[config.mk]
export PLATFORM = sky130hd
export DESIGN_NAME = operand_fetch_stage
export DESIGN_NICKNAME = d
export VERILOG_FILES = /design/src/rtl/operand_fetch_stage.sv
export SDC_FILE = /design/constraint.sdc
export NUM_CORES = 1
export LEC_CHECK = 0
export CELL_PAD_IN_SITES_DETAIL_PLACEMENT = 1
export CELL_PAD_IN_SITES_GLOBAL_PLACEMENT = 1
export CORE_MARGIN = 4
export CORE_UTILIZATION = 27
export CTS_CLUSTER_SIZE = 20
export DETAILED_ROUTE_END_ITERATION = 16
export GPL_TIMING_DRIVEN = 0
export PLACE_DENSITY = 0.85
export SLEW_MARGIN = 5
export SYNTH_ARGS = -nofsm -noshare
export SYNTH_HDL_FRONTEND = slang
export SYNTH_SLANG_ARGS = --single-unit
[constraint.sdc]
create_clock -name clock -period 2.03 [get_ports clock]
set_input_delay 0.203 -clock clock [delete_from_list [all_inputs] [get_ports clock]]
set_output_delay 0.203 -clock clock [all_outputs]
set_load 0.01 [all_outputs]
[src/rtl/operand_fetch_stage.sv]
// Operand fetch stage: reads the register file, bypasses same-cycle writeback,
// stalls on load-use hazards and holds one instruction for the execute stage.
module operand_fetch_stage #(
  parameter int DATA_WIDTH = 32,
  parameter int ADDR_WIDTH = 5
) (
  input  logic                  clock,
  input  logic                  reset,
  input  logic                  flush,
  input  logic                  in_valid,
  output logic                  in_ready,
  input  logic [ADDR_WIDTH-1:0] in_rs,
  input  logic [ADDR_WIDTH-1:0] in_rt,
  input  logic [ADDR_WIDTH-1:0] in_rd,
  input  logic [DATA_WIDTH-1:0] in_imm,
  input  logic                  in_reg_write,
  input  logic                  in_mem_read,
  output logic [ADDR_WIDTH-1:0] rf_read_address_1,
  output logic [ADDR_WIDTH-1:0] rf_read_address_2,
  input  logic [DATA_WIDTH-1:0] rf_data_1,
  input  logic [DATA_WIDTH-1:0] rf_data_2,
  input  logic                  wb_write_enable,
  input  logic [ADDR_WIDTH-1:0] wb_write_address,
  input  logic [DATA_WIDTH-1:0] wb_write_data,
  output logic                  out_valid,
  input  logic                  out_ready,
  output logic [DATA_WIDTH-1:0] out_operand_a,
  output logic [DATA_WIDTH-1:0] out_operand_b,
  output logic [DATA_WIDTH-1:0] out_imm,
  output logic [ADDR_WIDTH-1:0] out_rd,
  output logic                  out_reg_write,
  output logic                  out_mem_read
);

  // Handshake: a transfer happens on any rising edge where valid && ready are
  // both high; valid never waits on ready, and a held payload is stable until
  // it transfers (or a flush/reset discards it).

  logic                  shadow_valid;
  logic [ADDR_WIDTH-1:0] shadow_rd;
  logic                  held_hit;
  logic                  shadow_hit;
  logic                  hz;
  logic                  capture;
  logic [DATA_WIDTH-1:0] byp_a;
  logic [DATA_WIDTH-1:0] byp_b;

  assign rf_read_address_1 = in_rs;
  assign rf_read_address_2 = in_rt;

  always_comb begin
    byp_a = rf_data_1;
    byp_b = rf_data_2;
    if (in_rs == '0)
      byp_a = '0;
    else if (wb_write_enable && (wb_write_address == in_rs))
      byp_a = wb_write_data;
    if (in_rt == '0)
      byp_b = '0;
    else if (wb_write_enable && (wb_write_address == in_rt))
      byp_b = wb_write_data;
  end

  // The shadow keeps a load visible for the one cycle after it leaves,
  // covering the gap before its data reaches the writeback bypass.
  always_comb begin
    held_hit   = out_valid && out_mem_read && (out_rd != '0) &&
                 ((out_rd == in_rs) || (out_rd == in_rt));
    shadow_hit = shadow_valid && (shadow_rd != '0) &&
                 ((shadow_rd == in_rs) || (shadow_rd == in_rt));
    hz         = in_valid && (held_hit || shadow_hit);
    in_ready   = (!out_valid || out_ready) && !hz && !flush;
    capture    = in_valid && in_ready;
  end

  always_ff @(posedge clock or negedge reset) begin
    if (!reset) begin
      out_valid     <= 1'b0;
      out_operand_a <= '0;
      out_operand_b <= '0;
      out_imm       <= '0;
      out_rd        <= '0;
      out_reg_write <= 1'b0;
      out_mem_read  <= 1'b0;
      shadow_valid  <= 1'b0;
      shadow_rd     <= '0;
    end else if (flush) begin
      out_valid    <= 1'b0;
      shadow_valid <= 1'b0;
      shadow_rd    <= out_rd;
    end else begin
      shadow_valid <= out_valid && out_ready && out_mem_read && out_reg_write;
      shadow_rd    <= out_rd;
      if (capture) begin
        out_valid     <= 1'b1;
        out_operand_a <= byp_a;
        out_operand_b <= byp_b;
        out_imm       <= in_imm;
        out_rd        <= in_rd;
        out_reg_write <= in_reg_write;
        out_mem_read  <= in_mem_read;
      end else if (out_valid && out_ready) begin
        out_valid <= 1'b0;
      end
    end
  end

endmodule

==> impl_metrics.ini, run 1 <==
[outcome]
status = complete, but fails checks
violations = setup timing

[worst_setup_path]
critPathTopFamily = simple AND/OR/NAND/NOR gates
worstSetupStartpoint = out_rd[1]
critPathKind = flop to output port
worstSetupStartpointType = flop
slowest_stage = or4_4
cp_cell_sequence = or4_4 -> o2111ai_4 -> o211ai_4 -> buf_8 -> clkbuf_16 -> a21oi_4 -> buf_6
endpoint_kind = output port
r2r_slack_ns = -0.34
r2r_end = out_operand_b[29]
arrival_ns = 2.20
max_stage_delay_ns = 0.55
reg2regPathDepth = 8
crit_fanout = 4
r2r-start = out_rd[1]
path_buf_inv = 3
critPathRequiredTime_ns = 1.83

[layout]
nets = 916
final_cells = 1030
fillers = 2045
n_antenna_cell = 0
syn2layout_area_growth_pct = 88.8
drive_gt1_share_pct = 33.5

[detailed_routing]
vias = 5184
drt_wl_total_um = 23700
ant_nets = 0
post_drt_wl_per_cell_um = 23.0
via_per_inst = 5.03
dr.pass1.iters = 4
drc = 0
drt_first_iter_violations = 155

[sta]
setup_violations = 104
rsz0062_at_grt = yes
relSlewSlack_pct = 63.1
hold_violations = 0
period_share_pct = 118
max_freq_ghz = 0.417
worst_pin_slew_ns = 0.554
worst_slack_ns = -0.370
post-route-min-period_ns = 2.40
maxSlewViolCount = 0
worst_clock_skew_ns = 0.00858
holdWs_ns = 0.367

[cts]
cts_sinks = 110
numCtsBuffers = 9
cts_max_path_buffers = 2
cts.htree.levels = 3
clock_latency_ns = 0.35
path_clk_slew_ns = 0.08
root_buffer = clkbuf_16
cts_tree = built

[global_routing]
grt_pass1_wl_um = 34300
grt_max_degree = 58
grt_overflow_total = 0
track_usage_pct = 19.9
antenna_found_initial = 0
busiest_layer = met2
use_met3_pct = 7.19
met2_usage_pct = 34.4
grt_util_met1_pct = 23.4
grt_pass1_vias = 5827

[placed_design]
port_buffers = 270
dp_hpwl_um = 17500
post-place-ws_ns = -1.15
routabilityCongestion = 0.771
placed_cells = 996

[hold_path]
hp-class = input pin to asynchronous set/reset pin

[floorplanning]
die_h_um = 150
initial_utilization_pct = 27.8
rows = 51
die_area_um2 = 22600
dieWidth_um = 150
io_pins = 271
core-area_um2 = 19700

[power_and_ir_drop]
leakagePower_uw = 0.00404
vdd_drop_max_mv = 0.400
p_per_area_nw_per_um2 = 690

[synthesis]
syn_avg_cell_area_um2 = 11.9
synth_area_leaders = dfrtp_1 (50%), mux2i_1 (12%), o41ai_1 (10%)
synth_top_area_share_pct = 50.4
synth-seq-cells = 110
netlist_area_um2 = 5460
seq_area_frac_synth_pct = 50.4
synth_area_leader_cell = dfrtp_1
yosys_warnings = 0
syn-num-nets = 616
synth_cell_type_count = 26
synth_cells = 460

[run]
maxCapViolations = 0
final cells by class:
type | instances | area (um2) | area share, %
Inverter | 1 | 3.75 | 0.0364
Clock buffer | 9 | 225 | 2.18
Multi-Input combinational cell | 293 | 3390 | 32.9
Buffer | 54 | 576 | 5.58
Timing Repair Buffer | 291 | 2980 | 28.9
Sequential cell | 110 | 2760 | 26.7
Tap cell | 265 | 332 | 3.22
Clock inverter | 7 | 48.8 | 0.473
metrics by stage:
step / util, % / setup TNS, ns / total power, uW / area [um2]
finish: 52.5 / -24.74 / 7110 / 10300
global route: 52.5 / -33.57 / 7490 / 10300
CTS: 47.9 / -35.92 / 6860 / 9410
global placement: 45.2 / -510.36 / 4970 / 8890
detailed placement: 45.4 / -94.05 / 5040 / 8920
floorplan: - / -5.12 / 3670 / 5850
cell usage after synthesis:
cell type and n:
buf_4 11, a21oi_1 2, nor3_1 4, buf_2 8
o21ai_1 1, nor2_1 9, o2111ai_2 1, xor2_1 28
xnor2_1 2, and3_1 2, dfrtp_1 110, mux2_2 36
o211ai_2 1, buf_6 4, inv_1 1, o41ai_1 64
a22oi_1 2, nand4_1 1, mux2_1 3, nand2b_1 1
mux2i_1 64, clkbuf_1 33, nor4_1 2, o21ai_0 65
o21bai_1 1, or4_1 4
registers in the layout (all words and copies together), names as in the netlist:
| name | flops |
|---|---|
| out_reg_write | 1 |
| out_operand_b | 32 |
| out_valid | 1 |
| out_mem_read | 1 |
| out_rd | 5 |
| shadow_rd | 5 |
| out_imm | 32 |
| out_operand_a | 32 |
| shadow_valid | 1 |
worst max path at each step:
stage | depth (start not counted) | end
final | 7 | in_ready
after global routing | 7 | in_ready
after CTS | 7 | in_ready
after detailed placement | 9 | out_operand_a[20]
after global placement | 1 | out_rd[1]
after floorplan | 7 | out_imm[21]
placed cells by master (no fill, tap or decap), types with 10 or more instances in the layout:
master,synthesis,final
buf_12,0,10
buf_4,11,29
buf_6,4,11
clkbuf_16,0,14
clkdlybuf4s50_1,0,267
dfrtp_1,110,106
mux2_2,36,36
mux2i_1,64,64
o21ai_1,1,11
o21ai_2,0,41
o41ai_2,0,48
o41ai_4,0,16
xor2_1,28,28
layer usage:
metal	vias to the layer above	wire length (um)
met5	-	0
met4	0	405
met3	24	2170
met2	220	11900
met1	2581	9190
li1	2359	-
cell families (layout without fill, tap and decap cells):
family	Yosys count	in the layout	share of synthesized area, %
AO/OA/AOI/OAI	137	137	17.4
XOR/XNOR	30	30	4.81
buffers and inverters	57	362	5.41
flip-flops	110	110	50.4
multiplexers	103	103	19.8
AND/OR/NAND/NOR	23	23	2.22
power by group:
| part | internal (uW) | switching (uW) | total, uW |
|---|---|---|---|
| clock network | 837 | 864 | 1700 |
| logic | 1520 | 1090 | 2610 |
| registers | 2540 | 259 | 2800 |
what timing repair did:
item | in CTS | in global routing
setup buffers | 11 | 6
setup endpoints to repair | 105 | 105
hold endpoints to repair | 53 | 0
hold buffers | 1 | 0
pin swaps | 10 | 31
cloned | 0 | 3
gates resized for setup | 44 | 209
No activity file was read; power rests on OpenSTA's default activity.
==> run 2, diff against run 1 <==
- SLEW_MARGIN: 5 -> 20
==> results of run 2 <==
Final layout, timing and power as in run 1 (identical DEF).
==> run 3, diff against run 2 <==
- MAX_ROUTING_LAYER: not set -> met4
- TNS_END_PERCENT: not set -> 10
==> run 3 against run 2 <==
  * The flow still finishes with violations (setup timing)
  * Combinational power down 7%
  * Critical path depth unchanged
  * Largest cell class unchanged
  * Wire length up 2.1%
  * Power about the same
  * Sequential share of layout area up 1.5 points
  * Setup slack worse by 0.047 ns
  * Highest routed layer unchanged
  * Design area down 5.2%
  * Non-clock buffer count unchanged
  * Sequential power about the same
  * Hold slack better by 0.0046 ns
==> impl_metrics.ini, run 3 (synthesis gave the netlist of run 1 again) <==
[cts]
numCtsBuffers = 9
root_buffer = clkbuf_16
cts.htree.levels = 3
clock_latency_ns = 0.36
cts_tree = built
cts_max_path_buffers = 2
path_clk_slew_ns = 0.08
cts_sinks = 110

[detailed_routing]
drc = 0
drt_first_iter_violations = 189
drt_wl_total_um = 24200
ant_nets = 0
via_per_inst = 5.07
dr.pass1.iters = 5
post_drt_wl_per_cell_um = 23.5
vias = 5231

[power_and_ir_drop]
internal_power_uw = 4950
p_comb_share_pct = 34.2
vdd_drop_max_mv = 0.368
p_seq_share_pct = 39.2
swShare_pct = 30.5
p_total_uw = 7120
leakagePower_uw = 0.00386
netSwitchingPower_uw = 2170
pwr-share-clk_pct = 26.6
p_per_area_nw_per_um2 = 728

[run]
maxCapViolations = 0

[floorplanning]
core-area_um2 = 19700
io_pins = 271
die_area_um2 = 22600
rows = 51
die_h_um = 150
initial_utilization_pct = 27.8
dieWidth_um = 150

[placed_design]
dp_hpwl_um = 17900
routabilityCongestion = 0.778
post-place-ws_ns = -1.22
port_buffers = 270

[sta]
max_freq_ghz = 0.409
maxSlewViolCount = 0
worst_clock_skew_ns = 0.0121
worst_slack_ns = -0.418
hold_violations = 0
period_share_pct = 121
post-route-min-period_ns = 2.45
setup_violations = 104
rsz0062_at_grt = yes
worst_pin_slew_ns = 0.643
relSlewSlack_pct = 57.1

[outcome]
status = complete, but fails checks
violations = setup timing

[worst_setup_path]
r2r-start = out_rd[1]
critPathKind = flop to output port
reg2regPathDepth = 7
worstSetupStartpointType = flop
crit_fanout = 4
r2r_end = out_imm[29]
endpoint_kind = output port
r2r_slack_ns = -0.38
arrival_ns = 2.24
critPathRequiredTime_ns = 1.83

[layout]
most-common-layout-cells = clkdlybuf4s50_1 (263), dfrtp_1 (106), mux2i_1 (62), o41ai_2 (46), mux2_2 (36)
syn2layout_area_growth_pct = 78.9
top_regs = out_imm x32, out_operand_a x32, out_operand_b x32
nets = 916
drive_gt1_share_pct = 27.2
final_common_cell = clkdlybuf4s50_1

[global_routing]
antenna_found_initial = 1
track_usage_pct = 21.5
grt_overflow_total = 0
grt_pass1_wl_um = 35500
grt_max_degree = 61
grt_pass1_vias = 5790

[hold_path]
hp-class = input pin to asynchronous set/reset pin
[run 3: timing repair]
item                       in CTS  in global routing
pin swaps                      12                 19
setup endpoints to repair     105                105
resized for setup              80                164
buffers inserted               14                  4
hold buffers                    1                  0
hold endpoints to repair       50                  0
[run 3: metrics by stage]
| step | std cells | hold WS (ns) | cell area, um2 | setup TNS (ns) | util (%) |
|---|---|---|---|---|---|
| 2_1_floorplan | 460 | -0.0926 | 5460 | -7.57 | - |
| 3_3_place_gp | 995 | 0.455 | 8500 | -504.65 | 43.2 |
| 3_5_place_dp | 996 | 0.193 | 8530 | -89.92 | 43.4 |
| 4_1_cts | 1026 | 0.382 | 9230 | -35.26 | 47.0 |
| 5_1_grt | 1031 | 0.422 | 9770 | -35.91 | 49.7 |
| 6_report | 1031 | 0.371 | 9770 | -25.45 | 49.7 |
[run 3: per-layer routing]
| layer | track usage, % | share of wire, % |
|---|---|---|
| met4 | 7.55 | 2.7 |
| met3 | 4.82 | 5.2 |
| met2 | 35.7 | 51 |
| met1 | 25.9 | 41 |
| met5 | - | 0 |
[run 3: power groups by stage]
stage	Clock (uW)	Combinational, uW	Sequential [uW]
after floorplan	0	593	2930
after global placement	0	2040	2790
after detailed placement	0	2110	2820
after CTS	1950	2270	2770
after global routing	2050	2570	2840
final	1890	2430	2790
[run 3: cell type report]
cell class	count	area (um2)
Antenna cell	1	2.50
Buffer	55	475
Clock buffer	11	243
Clock inverter	5	63.8
Fill cell	2082	9880
Inverter	1	3.75
Multi-Input combinational cell	293	2990
Sequential cell	110	2760
Tap cell	265	332
Timing Repair Buffer	290	2900
[run 3: worst max-delay path by stage]
| stage | startpoint | end | depth (start not counted) |
|---|---|---|---|
| global route | out_rd[1] | in_ready | 7 |
| CTS | out_rd[2] | in_ready | 7 |
| global placement | reset | out_rd[1] | 1 |
| finish | out_rd[1] | in_ready | 7 |
| floorplan | out_rd[1] | out_imm[21] | 7 |
| detailed placement | in_rs[0] | in_ready | 9 |
[run 3: worst max-delay path, cell delays in order (launching register included)]
cell and delay [ns]:
dfrtp_2 0.42, or4_4 0.56, o2111ai_4 0.25, o211ai_4 0.12, buf_6 0.15, clkbuf_16 0.14, a21oi_4 0.11, buf_6 0.12
